--- config.mk ---
export PLATFORM = sky130hd
export DESIGN_NAME = muldiv_sequencer
export DESIGN_NICKNAME = d
export VERILOG_FILES = /design/src/rtl/muldiv_sequencer.sv
export SDC_FILE = /design/constraint.sdc
export NUM_CORES = 2
export LEC_CHECK = 0
export BUFFER_PORTS_ARGS = -buffer_cell sky130_fd_sc_hd__buf_2
export CAP_MARGIN = 20
export CORE_AREA = 2 2 311 313
export CTS_CLUSTER_SIZE = 30
export DETAILED_ROUTE_END_ITERATION = 8
export DIE_AREA = 0 0 313 315
export GPL_TIMING_DRIVEN = 0
export PLACE_DENSITY = 0.71
export RECOVER_POWER = 50
export SYNTH_ARGS = -nofsm -noshare
export SYNTH_HDL_FRONTEND = slang
export SYNTH_SLANG_ARGS = --single-unit
--- constraint.sdc ---
create_clock -name clk -period 13 [get_ports clk]
set_input_delay 0.65 -clock clk [delete_from_list [all_inputs] [get_ports clk]]
set_output_delay 0.65 -clock clk [all_outputs]
set_load 0.05 [all_outputs]
--- src/rtl/muldiv_sequencer.sv ---
// ---------------------------------------------------------------------------
// muldiv_sequencer
//   Multi-cycle controller and iterative datapath for the RV32M operation
//   codes (ALUoperation 5'b01000-5'b01111). It sits beside the single-cycle
//   ALU in EX. While a multiply or divide runs it holds the pipeline. It
//   returns the result together with a one-cycle done pulse. Every other
//   operation code passes through with stall low.
//
// Ports
//   clk           in   1     clock, rising edge
//   rst           in   1     synchronous, active-high reset
//   start         in   1     EX stage holds a valid instruction
//   flush         in   1     abort any operation in flight, no done pulse
//   ALUoperation  in   5     ALU operation code; [2:0] selects the M op
//   a, b          in   XLEN  rs1 / rs2 operands
//   stall         out  1     hold IF/ID/EX (combinational)
//   busy          out  1     sequencer not idle
//   done          out  1     one-cycle pulse, result valid
//   result        out  XLEN  product/quotient/remainder, held until next accept
// ---------------------------------------------------------------------------
module muldiv_sequencer #(
    parameter int XLEN    = 32,
    parameter int MUL_LAT = 2
) (
    input  logic            clk,
    input  logic            rst,
    input  logic            start,
    input  logic            flush,
    input  logic [4:0]      ALUoperation,
    input  logic [XLEN-1:0] a,
    input  logic [XLEN-1:0] b,
    output logic            stall,
    output logic            busy,
    output logic            done,
    output logic [XLEN-1:0] result
);

    localparam int CNT_MAX = (XLEN > MUL_LAT) ? XLEN : MUL_LAT;
    localparam int CNT_W   = $clog2(CNT_MAX);
    localparam logic [XLEN-1:0] MIN_NEG = {1'b1, {(XLEN-1){1'b0}}};

    typedef enum logic [1:0] {
        S_IDLE,
        S_MUL,
        S_DIV,
        S_DONE
    } state_t;

    state_t           state;
    logic [CNT_W-1:0] cnt;

    // Latched operation context
    logic [XLEN-1:0]  a_q, b_q;
    logic [1:0]       op_q;      // op[1:0]; op[2] only steers the accept decision
    logic             q_neg;     // DIV with differing operand signs
    logic             r_neg;     // REM with a negative dividend

    // Restoring divider state: quo shifts the dividend out and quotient bits in
    logic [XLEN-1:0]  quo, rem, dvs;

    logic             is_md;
    logic [XLEN-1:0]  a_mag, b_mag;

    assign is_md = start & (ALUoperation[4:3] == 2'b01);
    assign stall = is_md & (state != S_DONE);
    assign busy  = (state != S_IDLE);

    // Signed divide ops (DIV, REM) have op[0]=0 and work on magnitudes.
    assign a_mag = (!ALUoperation[0] && a[XLEN-1]) ? -a : a;
    assign b_mag = (!ALUoperation[0] && b[XLEN-1]) ? -b : b;

    // ---------------------------------------------------------------- multiply
    // Extending both operands to 2*XLEN makes the low 2*XLEN product bits
    // correct for every signed/unsigned mix.
    // MULH (01) sign-extends both operands, MULHSU (10) only a, MULHU (11) neither.
    // For MUL (00) the extension does not affect the low word.
    logic              a_sign, b_sign;
    logic [2*XLEN-1:0] a_ext, b_ext, prod;

    assign a_sign = a_q[XLEN-1] & (op_q != 2'b11);
    assign b_sign = b_q[XLEN-1] & (op_q == 2'b01);
    assign a_ext  = {{XLEN{a_sign}}, a_q};
    assign b_ext  = {{XLEN{b_sign}}, b_q};
    assign prod   = a_ext * b_ext;

    // ---------------------------------------------------------------- divide
    logic [XLEN:0]   shifted;
    logic            ge;
    logic [XLEN-1:0] q_next, r_next, q_fin, r_fin;

    // NOTE: every combinational output gets a value on every path, so no latch is inferred.
    always_comb begin
        shifted = {rem, quo[XLEN-1]};
        ge      = (shifted >= {1'b0, dvs});
        // The true difference is smaller than dvs, so the low XLEN bits are exact.
        r_next  = ge ? (shifted[XLEN-1:0] - dvs) : shifted[XLEN-1:0];
        q_next  = {quo[XLEN-2:0], ge};
        q_fin   = q_neg ? -q_next : q_next;
        r_fin   = r_neg ? -r_next : r_next;
    end

    // ---------------------------------------------------------------- control
    // result and done are registered on the edge into DONE. A flush at that
    // edge therefore suppresses both the pulse and the result update.
    always_ff @(posedge clk) begin
        if (rst) begin
            // NOTE: the datapath registers are cleared too, so that no X
            // from an unused path reaches result.
            state  <= S_IDLE;
            cnt    <= '0;
            done   <= 1'b0;
            result <= '0;
            a_q    <= '0;
            b_q    <= '0;
            op_q   <= '0;
            q_neg  <= 1'b0;
            r_neg  <= 1'b0;
            quo    <= '0;
            rem    <= '0;
            dvs    <= '0;
        end else begin
            // NOTE: non-blocking assignments here; every register updates from
            // pre-edge values.
            done <= 1'b0;
            if (flush) begin
                state <= S_IDLE;
            end else begin
                case (state)
                    S_IDLE: begin
                        if (is_md) begin
                            a_q   <= a;
                            b_q   <= b;
                            op_q  <= ALUoperation[1:0];
                            q_neg <= (ALUoperation[2:0] == 3'b100) & (a[XLEN-1] ^ b[XLEN-1]);
                            r_neg <= (ALUoperation[2:0] == 3'b110) & a[XLEN-1];
                            quo   <= a_mag;
                            rem   <= '0;
                            dvs   <= b_mag;
                            if (!ALUoperation[2]) begin
                                state <= S_MUL;
                                cnt   <= CNT_W'(MUL_LAT - 1);
                            end else if (b == '0) begin
                                // Divide by zero: quotient all ones, remainder is the dividend.
                                result <= ALUoperation[1] ? a : '1;
                                done   <= 1'b1;
                                state  <= S_DONE;
                            end else if (!ALUoperation[0] && a == MIN_NEG && b == '1) begin
                                // Signed overflow: quotient MIN_NEG, remainder 0.
                                result <= ALUoperation[1] ? '0 : MIN_NEG;
                                done   <= 1'b1;
                                state  <= S_DONE;
                            end else begin
                                state <= S_DIV;
                                cnt   <= CNT_W'(XLEN - 1);
                            end
                        end
                    end

                    S_MUL: begin
                        if (cnt == '0) begin
                            result <= (op_q == 2'b00) ? prod[XLEN-1:0] : prod[2*XLEN-1:XLEN];
                            done   <= 1'b1;
                            state  <= S_DONE;
                        end else begin
                            cnt <= cnt - CNT_W'(1);
                        end
                    end

                    S_DIV: begin
                        quo <= q_next;
                        rem <= r_next;
                        if (cnt == '0) begin
                            result <= op_q[1] ? r_fin : q_fin;
                            done   <= 1'b1;
                            state  <= S_DONE;
                        end else begin
                            cnt <= cnt - CNT_W'(1);
                        end
                    end

                    S_DONE:  state <= S_IDLE;
                    default: state <= S_IDLE;
                endcase
            end
        end
    end

endmodule

==> impl_metrics.xml <==
<?xml version="1.0" encoding="UTF-8"?>
<metrics>
  <group name="place">
    <metric name="dp_hpwl" unit="mm">176.1</metric>
    <metric name="dp.cells" unit="">7611</metric>
    <metric name="detailed_place.area" unit="µm²">54200</metric>
    <metric name="place_congestion" unit="">1.068</metric>
    <metric name="io_buffers" unit="">105</metric>
  </group>
  <group name="cts">
    <metric name="ctsHtreeMaxLevel" unit="">1</metric>
    <metric name="post_cts_resize_count" unit="">0</metric>
    <metric name="root_buffer" unit="">sky130_fd_sc_hd__clkbuf_16</metric>
    <metric name="number_of_cts_inserted_buffers" unit="">24</metric>
    <metric name="tritoncts" unit="">done</metric>
    <metric name="ctsHoldBuffers" unit="">0</metric>
    <metric name="cts-root-to-sink-buffers" unit="">3</metric>
    <metric name="cts.sinks" unit="">203</metric>
    <metric name="post_cts.repair.setup_buffers" unit="">0</metric>
    <metric name="worst_skew_pair.late_latency" unit="ns">0.58</metric>
    <metric name="clk_transition_reported_paths" unit="ns">0.07</metric>
  </group>
  <group name="grt">
    <metric name="maximum_number_of_pins_on_one_net_before_global_route_repair" unit="">25</metric>
    <metric name="antenna_found_initial" unit="">21</metric>
    <metric name="grtUsageTotal" unit="">0.4319</metric>
    <metric name="gr_ovfl_total" unit="">0</metric>
    <metric name="grt_pass1_wl" unit="mm">307.6</metric>
    <metric name="grt_pass1_vias" unit="">46880</metric>
  </group>
  <group name="yosys">
    <metric name="post-synth-top-area-fraction" unit="">0.4330</metric>
    <metric name="synth.area.top_cells" unit="">sky130_fd_sc_hd__fa_1, sky130_fd_sc_hd__inv_1, sky130_fd_sc_hd__dfxtp_1</metric>
    <metric name="synth_sequential_area_ratio" unit="">0.07806</metric>
    <metric name="top_flip_flop_cell_by_instance_count_after_synthesis" unit="">sky130_fd_sc_hd__dfxtp_1</metric>
    <metric name="postSynthNetCount" unit="">7683</metric>
    <metric name="synthCells" unit="">6229</metric>
    <metric name="synth_top_area_cell" unit="">sky130_fd_sc_hd__fa_1</metric>
    <metric name="postSynthRegisterBits" unit="">203</metric>
    <metric name="edff_count_synth" unit="">0</metric>
    <metric name="synthArstFlopShare" unit="">0</metric>
    <metric name="netlist_area_before_placement" unit="µm²">52060</metric>
    <metric name="ys_types" unit="">82</metric>
    <metric name="avgSynthCellArea" unit="µm²">8.358</metric>
    <metric name="ys_warn_count" unit="">0</metric>
  </group>
  <group name="critical_path">
    <metric name="r2r_setup_slack" unit="ns">1.28</metric>
    <metric name="cp-end-kind" unit="">flop</metric>
    <metric name="launching_point_of_the_worst_reg2reg_path" unit="">op_q[1]</metric>
    <metric name="timing.critical_path.from_type" unit="">flop</metric>
    <metric name="crit_path_frequent_cell" unit="">sky130_fd_sc_hd__fa_1</metric>
    <metric name="r2r_cells" unit="">33</metric>
    <metric name="crit_required" unit="ns">13.42</metric>
    <metric name="data_arrival_time_at_the_worst_slack_endpoint" unit="ns">12.15</metric>
    <metric name="crit-reg2reg-capture" unit="">result[25]</metric>
    <metric name="cpMaxStageDelayCell" unit="">sky130_fd_sc_hd__fa_1</metric>
    <metric name="cpPeakStageDelay" unit="ns">1.00</metric>
    <metric name="cp_max_fo" unit="">10</metric>
    <metric name="setup.worst_path.class" unit="">flop to flop</metric>
  </group>
  <group name="routing">
    <metric name="routedWlPerCell" unit="µm">27.55</metric>
    <metric name="drt_drc_violations_left" unit="">0</metric>
    <metric name="vias_per_cell" unit="">6.046</metric>
    <metric name="drc_marker_count_from_the_first_detailed_route_iteration" unit="">5604</metric>
    <metric name="firstDrtPassIters" unit="">6</metric>
    <metric name="antenna_left" unit="">0</metric>
    <metric name="route.vias.total" unit="">46430</metric>
    <metric name="wl_final" unit="mm">211.5</metric>
  </group>
  <group name="pwr">
    <metric name="fin_total_pwr" unit="µW">2120</metric>
    <metric name="power_per_cell_area" unit="nW/µm²">38.51</metric>
    <metric name="power.static_leakage" unit="µW">0.02441</metric>
    <metric name="ir_drop" unit="µV">98.74</metric>
  </group>
  <group name="floorplanning">
    <metric name="dieHeight" unit="µm">315</metric>
    <metric name="chipWidth" unit="µm">313</metric>
    <metric name="placeableCoreArea" unit="µm²">95710</metric>
    <metric name="floorplan.io_pins" unit="">108</metric>
    <metric name="rows" unit="">114</metric>
    <metric name="start_util" unit="">0.5440</metric>
    <metric name="design.die.area" unit="µm²">98600</metric>
  </group>
  <group name="cells_and_area">
    <metric name="design_area_final" unit="µm²">55060</metric>
    <metric name="area_delta_synth_final" unit="%">5.756</metric>
    <metric name="finalNetCount" unit="">7819</metric>
    <metric name="layout.cells.non_filler" unit="">7678</metric>
    <metric name="post_route_cells_drive_above_1_share" unit="">0.02508</metric>
  </group>
  <group name="timing">
    <metric name="max_slew.worst_pin.slew" unit="ns">1.787</metric>
    <metric name="fmax" unit="MHz">85.29</metric>
    <metric name="final-max-slew-violation-count" unit="">11</metric>
    <metric name="setup_failing_eps_final" unit="">0</metric>
    <metric name="sum_of_negative_setup_slack" unit="ns">0</metric>
    <metric name="finalHoldViolations" unit="">0</metric>
    <metric name="setup_repair_after_global_routing_missed_its_margin" unit="">no</metric>
    <metric name="skew" unit="ns">0.03224</metric>
    <metric name="slew_headroom" unit="">-0.2008</metric>
    <metric name="post-route-period-util" unit="">0.9019</metric>
    <metric name="final_period_minus_worst_setup_slack" unit="ns">11.72</metric>
  </group>
  <group name="outcome">
    <metric name="failing_checks" unit="">max-capacitance violations, max-slew violations</metric>
    <metric name="run_status" unit="">finished with violations</metric>
  </group>
  <group name="hold_path">
    <metric name="hold_path_depth" unit="">2</metric>
    <metric name="hold_class" unit="">input port to flop</metric>
    <metric name="min_from" unit="">flush</metric>
    <metric name="worst_hold_path.endpoint" unit="">state[1]</metric>
  </group>
  <group name="flow_run">
    <metric name="cap_viol_max_count" unit="">1</metric>
  </group>
</metrics>
==> cell type report <==
cell class | instances | area [µm²]
tap | 1276 | 1597
timing repair buffer | 110 | 541.8
buffer | 369 | 1403
multi-input combinational | 4397 | 41850
fill | 8990 | 40650
inverter | 1260 | 4730
antenna | 22 | 55.05
clock inverter | 8 | 145.1
sequential | 203 | 4064
clock buffer | 33 | 674.4
==> how the worst max path moves through the flow <==
stage | slack, ns | cells past startpoint | start | endpoint
finish | 1.28 | 33 | op_q[1] | result[25]
global route | 0.94 | 33 | op_q[1] | result[25]
CTS | 1.40 | 33 | op_q[1] | result[25]
detailed placement | 1.48 | 33 | op_q[0] | result[25]
global placement | 1.54 | 33 | op_q[1] | result[25]
floorplan | 4.11 | 33 | op_q[0] | result[25]
==> cells in the final DEF, fill, tap and decap left out, drive strengths merged, types with 28 or more instances in the layout <==
cell / count
a211oi: 45
a21o: 41
a21oi: 291
a31oi: 36
and2: 290
and3: 31
buf: 94
clkbuf: 418
dfxtp: 203
fa: 1126
ha: 255
inv: 1258
nand2: 1079
nand3: 45
nand4: 36
nor2: 293
nor3: 45
o21ai: 169
o31ai: 28
xnor2: 115
xor2: 77
==> power by group <==
part	switching [µW]	leakage [µW]	internal, µW
Clock	316	0.000392	423
Sequential	19.8	0.00164	633
Combinational	525	0.0224	203
Total	861	0.0244	1260
==> synthesized netlist by cell type (all sizes together) (7+ instances only) <==
master and n:
o31ai 28, nand3b 12, and2 290, nand4 36
a31oi 36, nor4 22, nor3b 10, dfxtp 203
and3 31, mux2i 27, a21boi 10, a311oi 11
nor2 293, nor2b 15, a211o 7, clkbuf 347
o21bai 7, a21oi 291, a22oi 8, nor3 45
inv 1258, buf 22, nand2b 25, o211ai 23
fa 1126, xnor2 115, nand2 1079, nand3 45
or3 16, or4 22, or2 14, o41ai 15
a221oi 21, ha 255, o221ai 14, o21ai 169
a21o 41, a211oi 45, a2111o 7, xor2 77
o21a 21, a2111oi 7
==> registers in the layout, indices dropped and copies added (netlist names), 5 cells and up <==
signal	flops
cnt	5
quo	32
rem	32
result	32
dvs	31
a_q	32
b_q	32
==> per-layer routing <==
| metal | GRT usage | wire length [µm] | vias up |
|---|---|---|---|
| met5 | 0 | 149 | - |
| met4 | 0.2699 | 17000 | 14 |
| met3 | 0.1286 | 26850 | 776 |
| met2 | 0.6402 | 89270 | 3092 |
| met1 | 0.5561 | 78230 | 23190 |
| li1 | - | - | 19360 |
==> logic make-up (layout without fill, tap and decap cells) <==
| kind of cell | count (synthesis) | count (layout) | share of synthesized area |
|---|---|---|---|
| XOR/XNOR | 192 | 192 | 0.03230 |
| multiplexers | 30 | 30 | 0.005840 |
| flip-flops | 203 | 203 | 0.07806 |
| adder cells (fa/ha/maj) | 1381 | 1381 | 0.4942 |
| other | 0 | 22 | 0 |
| AO/OA/AOI/OAI | 818 | 818 | 0.09937 |
| buffers and inverters | 1629 | 1780 | 0.1178 |
| AND/OR/NAND/NOR | 1976 | 1976 | 0.1724 |
==> through the flow <==
| step | setup WS [ns] | hold WS [ns] | utilization |
|---|---|---|---|
| after floorplan | 4.115 | 0.4319 | - |
| after global placement | 1.537 | 0.4341 | 0.5661 |
| after detailed placement | 1.477 | 0.4401 | 0.5663 |
| after CTS | 1.402 | 0.3492 | 0.5748 |
| after global routing | 0.9391 | 0.3530 | 0.5748 |
| final | 1.276 | 0.3477 | 0.5753 |
==> worst max-delay path: cells and delay by family, from the launching register on <==
family	cells	cell delay, ns
simple gates	5	1.23
compound gates	8	2.03
flops	1	0.29
fa+ha+maj	9	5.12
buf+inv	10	2.54
mux	1	0.34
(Power assumes the default switching activity.)
